[src/rtl/unpool_if.sv]
// Pixel stream from unpool_layer to a downstream consumer.
// The producer drives valid/data/index, and the consumer drives ready.
interface unpool_if;
  logic               out_valid;
  logic               out_ready;
  logic signed [31:0] out_data;
  logic [5:0]         out_index;

  modport master (
    output out_valid,
    output out_data,
    output out_index,
    input  out_ready
  );

  modport slave (
    input  out_valid,
    input  out_data,
    input  out_index,
    output out_ready
  );
endinterface

[src/rtl/unpool_layer.sv]
// 2x2 un-pooling: expands an IN_W x IN_H map to 2*IN_W x 2*IN_H.
// Each source value is either replicated or divided by four (avg-pool backward pass).
// The result is streamed in raster order with backpressure and is also stored in output_fm.
module unpool_layer #(
  parameter int IN_W = 3,
  parameter int IN_H = 3
) (
  input  logic               clk,
  input  logic               rst,
  input  logic               start,
  input  logic               grad_mode,
  input  logic signed [31:0] input_fm  [0:IN_W*IN_H-1],
  output logic signed [31:0] output_fm [0:4*IN_W*IN_H-1],
  output logic               busy,
  output logic               done,
  unpool_if.master           bus
);
  localparam int SRC_N  = IN_W * IN_H;
  localparam int OUT_W  = 2 * IN_W;
  localparam int OUT_H  = 2 * IN_H;
  localparam int OUT_N  = 4 * SRC_N;
  localparam int COL_AW = (OUT_W > 1) ? $clog2(OUT_W) : 1;
  localparam int ROW_AW = (OUT_H > 1) ? $clog2(OUT_H) : 1;
  localparam int SRC_AW = (SRC_N > 1) ? $clog2(SRC_N) : 1;

  typedef enum logic [1:0] {
    S_IDLE,
    S_LATCH,
    S_EMIT,
    S_FIN
  } state_t;

  state_t              state_q, state_d;
  logic [ROW_AW-1:0]   row_q, row_d;
  logic [COL_AW-1:0]   col_q, col_d;
  logic                grad_q, grad_d;
  logic                latch_en;
  logic                accept;

  logic signed [31:0]  src_q [0:SRC_N-1];
  logic signed [31:0]  src_d [0:SRC_N-1];
  logic signed [31:0]  ofm_q [0:OUT_N-1];
  logic signed [31:0]  ofm_d [0:OUT_N-1];

  logic [SRC_AW-1:0]   src_idx;
  logic [5:0]          pix_idx;
  logic signed [31:0]  src_val;
  logic signed [31:0]  pix_val;

  // Each output pixel maps back to the pooled cell that covers its 2x2 window.
  assign src_idx = SRC_AW'(row_q >> 1) * SRC_AW'(IN_W) + SRC_AW'(col_q >> 1);
  assign pix_idx = 6'(row_q) * 6'(OUT_W) + 6'(col_q);
  assign src_val = src_q[src_idx];
  assign pix_val = grad_q ? (src_val >>> 2) : src_val;

  always_comb begin
    state_d  = state_q;
    row_d    = row_q;
    col_d    = col_q;
    grad_d   = grad_q;
    latch_en = 1'b0;
    accept   = 1'b0;
    case (state_q)
      S_IDLE: begin
        if (start) begin
          state_d = S_LATCH;
          grad_d  = grad_mode;
        end
      end
      S_LATCH: begin
        latch_en = 1'b1;
        row_d    = '0;
        col_d    = '0;
        state_d  = S_EMIT;
      end
      S_EMIT: begin
        if (bus.out_ready) begin
          accept = 1'b1;
          if (col_q == COL_AW'(OUT_W - 1)) begin
            col_d = '0;
            if (row_q == ROW_AW'(OUT_H - 1)) begin
              row_d   = '0;
              state_d = S_FIN;
            end else begin
              row_d = row_q + 1'b1;
            end
          end else begin
            col_d = col_q + 1'b1;
          end
        end
      end
      S_FIN: begin
        state_d = S_IDLE;
      end
      default: begin
        state_d = S_IDLE;
      end
    endcase
  end

  // The frame uses a private copy of the source map, so later input changes are not seen.
  always_comb begin
    for (int i = 0; i < SRC_N; i++) begin
      src_d[i] = latch_en ? input_fm[i] : src_q[i];
    end
  end

  always_comb begin
    for (int k = 0; k < OUT_N; k++) begin
      ofm_d[k] = (accept && (pix_idx == 6'(k))) ? pix_val : ofm_q[k];
    end
  end

  always_ff @(posedge clk or posedge rst) begin
    if (rst) begin
      state_q <= S_IDLE;
      row_q   <= '0;
      col_q   <= '0;
      grad_q  <= 1'b0;
    end else begin
      state_q <= state_d;
      row_q   <= row_d;
      col_q   <= col_d;
      grad_q  <= grad_d;
    end
  end

  always_ff @(posedge clk or posedge rst) begin
    if (rst) begin
      for (int i = 0; i < SRC_N; i++) begin
        src_q[i] <= '0;
      end
      for (int k = 0; k < OUT_N; k++) begin
        ofm_q[k] <= '0;
      end
    end else begin
      for (int i = 0; i < SRC_N; i++) begin
        src_q[i] <= src_d[i];
      end
      for (int k = 0; k < OUT_N; k++) begin
        ofm_q[k] <= ofm_d[k];
      end
    end
  end

  assign bus.out_valid = (state_q == S_EMIT);
  assign bus.out_data  = bus.out_valid ? pix_val : '0;
  assign bus.out_index = bus.out_valid ? pix_idx : '0;
  assign busy          = (state_q != S_IDLE);
  assign done          = (state_q == S_FIN);
  assign output_fm     = ofm_q;

endmodule

[src/flat_wrapper.sv]
// flat-port wrapper written by rule: the top's interface ports become plain ports
module unpool_layer_flat 
#(
  parameter int IN_W = 3,
  parameter int IN_H = 3
)
  (clk, rst, start, grad_mode, input_fm, output_fm, busy, done, bus_out_valid, bus_out_data, bus_out_index, bus_out_ready);
  unpool_if bus_i ();
  input  logic clk;
  input  logic rst;
  input  logic start;
  input  logic grad_mode;
  input  logic signed [31:0] input_fm[0:IN_W*IN_H-1];
  output logic signed [31:0] output_fm[0:4*IN_W*IN_H-1];
  output logic busy;
  output logic done;
  output wire logic [$bits(bus_i.out_valid)-1:0] bus_out_valid;
  output wire logic [$bits(bus_i.out_data)-1:0] bus_out_data;
  output wire logic [$bits(bus_i.out_index)-1:0] bus_out_index;
  input wire logic [$bits(bus_i.out_ready)-1:0] bus_out_ready;
  assign bus_out_valid = bus_i.out_valid;
  assign bus_out_data = bus_i.out_data;
  assign bus_out_index = bus_i.out_index;
  assign bus_i.out_ready = bus_out_ready;
  unpool_layer #(.IN_W(IN_W), .IN_H(IN_H)) u_core (.clk(clk), .rst(rst), .start(start), .grad_mode(grad_mode), .input_fm(input_fm), .output_fm(output_fm), .busy(busy), .done(done), .bus(bus_i));
endmodule
[config.mk]
export PLATFORM = sky130hd
export DESIGN_NAME = unpool_layer_flat
export DESIGN_NICKNAME = d
export VERILOG_FILES = /design/src/rtl/unpool_if.sv /design/src/rtl/unpool_layer.sv /design/src/flat_wrapper.sv
export SDC_FILE = /design/constraint.sdc
export NUM_CORES = 2
export LEC_CHECK = 0
export CORE_AREA = 2 2 573 575
export CTS_BUF_LIST = sky130_fd_sc_hd__clkbuf_8 sky130_fd_sc_hd__clkbuf_16
export CTS_CLUSTER_DIAMETER = 150
export DETAILED_ROUTE_END_ITERATION = 16
export DIE_AREA = 0 0 575 577
export HOLD_SLACK_MARGIN = 0.1
export PLACE_DENSITY = 0.46
export SKIP_CTS_REPAIR_TIMING = 1
export SLEW_MARGIN = 5
export SYNTH_ARGS = -nofsm -noshare
export SYNTH_HDL_FRONTEND = slang
export SYNTH_SLANG_ARGS = --single-unit
[constraint.sdc]
create_clock -name clk -period 70.7 [get_ports clk]
set_clock_uncertainty 0.15 [all_clocks]
set_input_delay 14.14 -clock clk [delete_from_list [all_inputs] [get_ports clk]]
set_output_delay 14.14 -clock clk [all_outputs]
set_load 0.02 [all_outputs]
=== Word level (Yosys, flattened, before mapping) ===
Index checks and enable logic that the tools add are counted.

* Input bits: 293
* Latch bits: 0
* Logic and storage cells: 166
* Output and inout port bits: 1193
* Memories kept: 0
* Memory bits (writable): 0
* Register bits: 1449
* Memory bits (read-only): 0

* Magnitude comparators: 1
* $add $sub $neg: 4
* Divide/modulo/power cells: 0
* Multipliers: 2
* Equality and inequality tests: 44
* Reduce and logical (&&, ||, !) cells: 44
* Bitwise logic cells: 1
* Mux-type cells: 21
* Shift-type cells: 0

{| class="wikitable"
|+ Operators by type and width
! kind !! count
|-
| binary-select mux 32 bit (select 4 bit) || 1
|-
| equality test 6 x 5 -> 1 bit (second input constant) || 16
|-
| two-way mux 32 bit || 3
|-
| equality test 6 x 4 -> 1 bit (second input constant) || 8
|-
| logical AND 1 bit || 36
|-
| two-way mux 31 bit || 1
|-
| equality test 6 x 3 -> 1 bit (second input constant) || 4
|-
| equality test 6 bit (second input constant) || 4
|-
| two-way mux 3 bit || 5
|-
| equality test 6 x 2 -> 1 bit (second input constant) || 2
|-
| case mux 3 bit (2 select lines) || 2
|-
| two-way mux 2 bit || 4
|-
| != test 2 bit (second input constant) || 4
|-
| case mux 2 bit (4 select lines) || 1
|-
| adder 3 x 1 -> 3 bit (second input constant) || 2
|-
| adder 6 x 3 -> 6 bit || 1
|-
| equality test 3 bit (second input constant) || 2
|-
| equality test 6 x 1 -> 1 bit (second input constant) || 1
|-
| zero test 6 bit || 1
|-
| two-way mux 6 bit || 1
|-
| >= comparator 5 bit (second input constant) || 1
|-
| multiplier 3 x 2 -> 5 bit (second input constant) || 1
|-
| NOT 4 -> 5 bit || 1
|-
| adder 4 x 2 -> 4 bit || 1
|-
| other kinds (9) || 14
|}

=== Longest topological paths before layout ===
* Word-level depth: 8
* Mapped depth: 13
* Gate-level depth less buffers: 9

=== Worst setup path after synthesis ===
Ideal clock, no wire load.

* Path kind: flip-flop to output port
* Start: register u_core.row_q[1]
* End: output bus_out_data[12]
* Cell stages (with the launch flop): 13
* Data required time: 56.410 ns
* Path buffers: 4
* Path slack: 52.863 ns
* Arrival: 3.547 ns
* Cells stage by stage: dfrtp_1 -> fa_1 -> ha_1 -> fa_1 -> buf_2 -> nand2_1 -> buf_2 -> buf_1 -> o22ai_1 -> or3_1 -> a32oi_2 -> clkbuf_1 -> and2_1

* Word-level cells in the longest chain between the ends: 8

{| class="wikitable"
|+ Ends and longest elaborated chain
! what !! RTL line !! source
|-
| start, declared || unpool_layer.sv:34 || <nowiki>logic [ROW_AW-1:0] row_q, row_d;</nowiki>
|-
| start signal, assigned || unpool_layer.sv:122 || <nowiki>row_q <= row_d;</nowiki>
|-
| multiplier 2 x 2 -> 4 bit || unpool_layer.sv:51 || <nowiki>assign src_idx = SRC_AW'(row_q >> 1) * SRC_AW'(IN_W) + SRC_AW'(col_q >> 1);</nowiki>
|-
| adder 4 x 2 -> 4 bit || unpool_layer.sv:51 ||
|-
| NOT 4 -> 5 bit (implied by the code) || unpool_layer.sv:53 || <nowiki>assign src_val = src_q[src_idx];</nowiki>
|-
| binary-select mux 32 bit (select 4 bit) || unpool_layer.sv:53 ||
|-
| two-way mux 32 bit (implied by the code) (2 in a row) || unpool_layer.sv:53 ||
|-
| two-way mux 31 bit || unpool_layer.sv:54 || <nowiki>assign pix_val = grad_q ? (src_val >>> 2) : src_val;</nowiki>
|-
| two-way mux 32 bit || unpool_layer.sv:147 || <nowiki>assign bus.out_data = bus.out_valid ? pix_val : '0;</nowiki>
|-
| end, declared || flat_wrapper.sv:18 || <nowiki>output wire logic [$bits(bus_i.out_data)-1:0] bus_out_data;</nowiki>
|}

Every way passes these cells. The select of a mux whose other input is x is not followed.

=== Worst setup path in the final report ===
* Start: register u_core.row_q[2]
* End: output bus_out_data[10]

Same word-level chain as after synthesis.

==> metrics.txt <==
outcome completed; switch share 46.0%; total negative slack 0 ns; max-cap violations 0; Worst-Margin Slew 1.20 ns; area share of xor/xnor cells in the synthesized design 0.0754%; first-pass GRT wire length 368000 um; worst path arrival time 5.90 ns; Core Util, Final 25.9%; Vias/cell 4.00; initial DRC count 1990; worst flop-to-flop path startpoint u_core.row_q[2]; drt pass-1 iters 5; Max transition margin 20.2%; die height 577 um; drt wl/cell 28.6 um; RSZ-0062 raised after global routing false; clock root cell clkbuf_16; Core ar. 326000 um2; EDFF count, synth 0; Nets 5459; Synth Area in Adders 0.418%; Synth area leaders dfrtp_1 62%, mux2_2 26%, mux2_4 2.3%; Async S/R FF share, synth 100%; Yosys reg bits 1449; largest net degree at the start of global routing 177; final hold violation count 0; Crit. End Element primary output; filler instances 33627; Tcrit/Tclk final 28.6%; Routed Antenna Nets 0; CP max FO 36; main combinational cell family by area after synthesis multiplexers; post-route minimum period 20.19 ns; post-synthesis cell count 3648; Mean Syn Cell Area 15.9 um2; Comb power frac 49.9%; Worst Hold Launch u_core.output_fm[319]; Syn. warnings 0; final WL 276000 um; reg2reg setup slack 65.01 ns; Worst R2R Path Depth 13; net count after synthesis 3958; worst skew pair latency 0.84 ns; vias in the first global route 40341; Bufs on Longest Clock Path 4; Setup Crit Path Kind register to primary output; Area growth, synth to finish 45.5%; Seq/Total Area, Yosys 62.4%; antenna violations before repair 69; Via Count 38584; mapped cell area 58100 um2; Yosys top cell area share 62.4%; largest area contributor in the netlist dfrtp_1; Pleak 37.4 nW; RePlAce Congestion 0.790; H-tree depth 4; Unique masters post-synth 54; layout cell share with drive strength beyond 1 37.1%; final HPWL from detailed placement 196000 um; fmax 49.5 MHz; grt total ovfl 0; Slew Viols, Final 0; CTS tree yes; worst path required time 56.41 ns; Die X 575 um; clock transition at the registers of the reported paths 0.06 ns; Worst Hold Path Cells 2; FF-to-FF End u_core.output_fm[93]; Hold Path Class register to register; full die area 332000 um2; post-synthesis simple-gate area fraction 1.98%; PwrDens 49.6 nW/um2; CTS buffer count 177; WHS Endpoint u_core.output_fm[319]; sequential share of power 28.2%; Clk pwr share 21.8%; I/O pins 1486; Final setup viols 0; sw power 1.93 mW; maximum vdd drop 0.0000701 V; post-synthesis mux area share 30.8%; # DRC 0; internal power 2.26 mW; main flop type after synthesis dfrtp_1; IO buf count 1485; compound-cell area share of the yosys netlist 1.88%; Startpoint Class register; FP Rows 210; GR Util All Layers 16.1%; clk sinks 1449; Initial Util 17.8%
==> registers in the layout, indices dropped and copies added (netlist names) <==
register / count
u_core.output_fm: 1152
u_core.src_q: 288
u_core.col_q: 3
u_core.row_q: 3
u_core.state_q: 2
u_core.grad_q: 1
==> power groups by stage <==
stage / clock [mW] / sequential, mW / combinational (mW)
final: 0.915 / 1.18 / 2.09
after global routing: 0.978 / 1.21 / 2.20
after CTS: 0.946 / 1.19 / 2.16
after detailed placement: 0 / 1.20 / 2.16
after global placement: 0 / 1.20 / 2.15
after floorplan: 0 / 1.29 / 0.741
==> worst max path at each step <==
stage / to / depth (start not counted) / slack, ns / start
2_1_floorplan: u_core.col_q[0] / 1 / 15.54 / rst
3_3_place_gp: u_core.output_fm[395] / 8 / 50.29 / rst
3_5_place_dp: u_core.output_fm[84] / 8 / 50.17 / rst
4_1_cts: bus_out_data[26] / 11 / 50.39 / u_core.row_q[2]
5_1_grt: bus_out_data[30] / 13 / 50.22 / u_core.row_q[2]
6_report: bus_out_data[10] / 11 / 50.51 / u_core.row_q[2]
==> cells by family after synthesis <==
group / Yosys count
and+or+nand+nor: 205
buffers and inverters: 310
xor gates and xnor gates: 5
muxes: 1529
DFF: 1449
adders and majority gates: 17
AOI/OAI and AO/OA: 133
==> cells in the mapped netlist (all sizes together), types with 4 or more instances <==
master,n
ha,13
dfrtp,1449
a21oi,38
fa,4
or4,6
buf,129
nor4,6
and2,34
clkbuf,167
nand2,47
a32oi,29
o22ai,30
nand3,8
nor3,17
mux4,32
inv,13
or3,29
nor2,43
mux2,1492
o211ai,8
nor2b,4
o21ai,13
and3,4
mux2i,5
==> cell type report <==
type / instances / area (um2) / area share, %
Timing Repair Buffer: 1618 / 15900 / 18.8
Antenna cell: 30 / 75.1 / 0.0888
Clock inverter: 89 / 806 / 0.953
Multi-Input combinational cell: 1889 / 21000 / 24.8
Tap cell: 4346 / 5440 / 6.43
Clock buffer: 215 / 5000 / 5.91
Inverter: 14 / 60.1 / 0.0710
Sequential cell: 1449 / 36300 / 42.9
==> routing by layer <==
layer / wire [um] / up-vias / global-route usage [%]
met5: 149 / - / 0
li1: - / 16069 / -
met4: 8300 / 24 / 4.69
met2: 133000 / 1497 / 27.1
met3: 20100 / 339 / 4.48
met1: 115000 / 20655 / 19.9
==> stage by stage <==
step	setup WS (ns)	std cells	total power, mW	hold WS (ns)	cell area [um2]
5_1_grt	50.22	9624	4.38	0.347	84500
2_1_floorplan	15.54	3648	2.04	0.323	58100
6_report	50.51	9650	4.19	0.331	84500
3_5_place_dp	50.17	9316	3.36	0.321	78700
4_1_cts	50.39	9620	4.30	0.334	84500
3_3_place_gp	50.29	9316	3.35	0.317	78700
==> layout by cell type (no fill, tap or decap), types with 30 or more instances in the layout <==
cell,synthesis,layout
mux4_2,32,32
diode_2,0,30
and2_1,34,34
nor2_1,43,42
clkbuf_16,0,181
mux2_2,1361,1361
inv_1,13,48
mux2_1,41,41
buf_4,13,128
o22ai_1,30,30
clkdlybuf4s50_1,0,1485
dfrtp_1,1449,1448
a21oi_1,37,37
clkbuf_8,0,34
nand2_1,47,47
mux2_4,90,90
==> worst max-delay path, cell delays in order, from the launching register on <==
cell and delay (ns):
dfrtp_1 0.63, fa_1 0.52, ha_2 0.20, fa_2 0.44, buf_4 0.28, nand2_1 0.13
buf_4 0.41, o22ai_1 0.15, or3_1 0.44, a32oi_4 0.90, and2_1 0.23, clkdlybuf4s50_1 0.61
No activity file was read; power rests on OpenSTA's default activity.
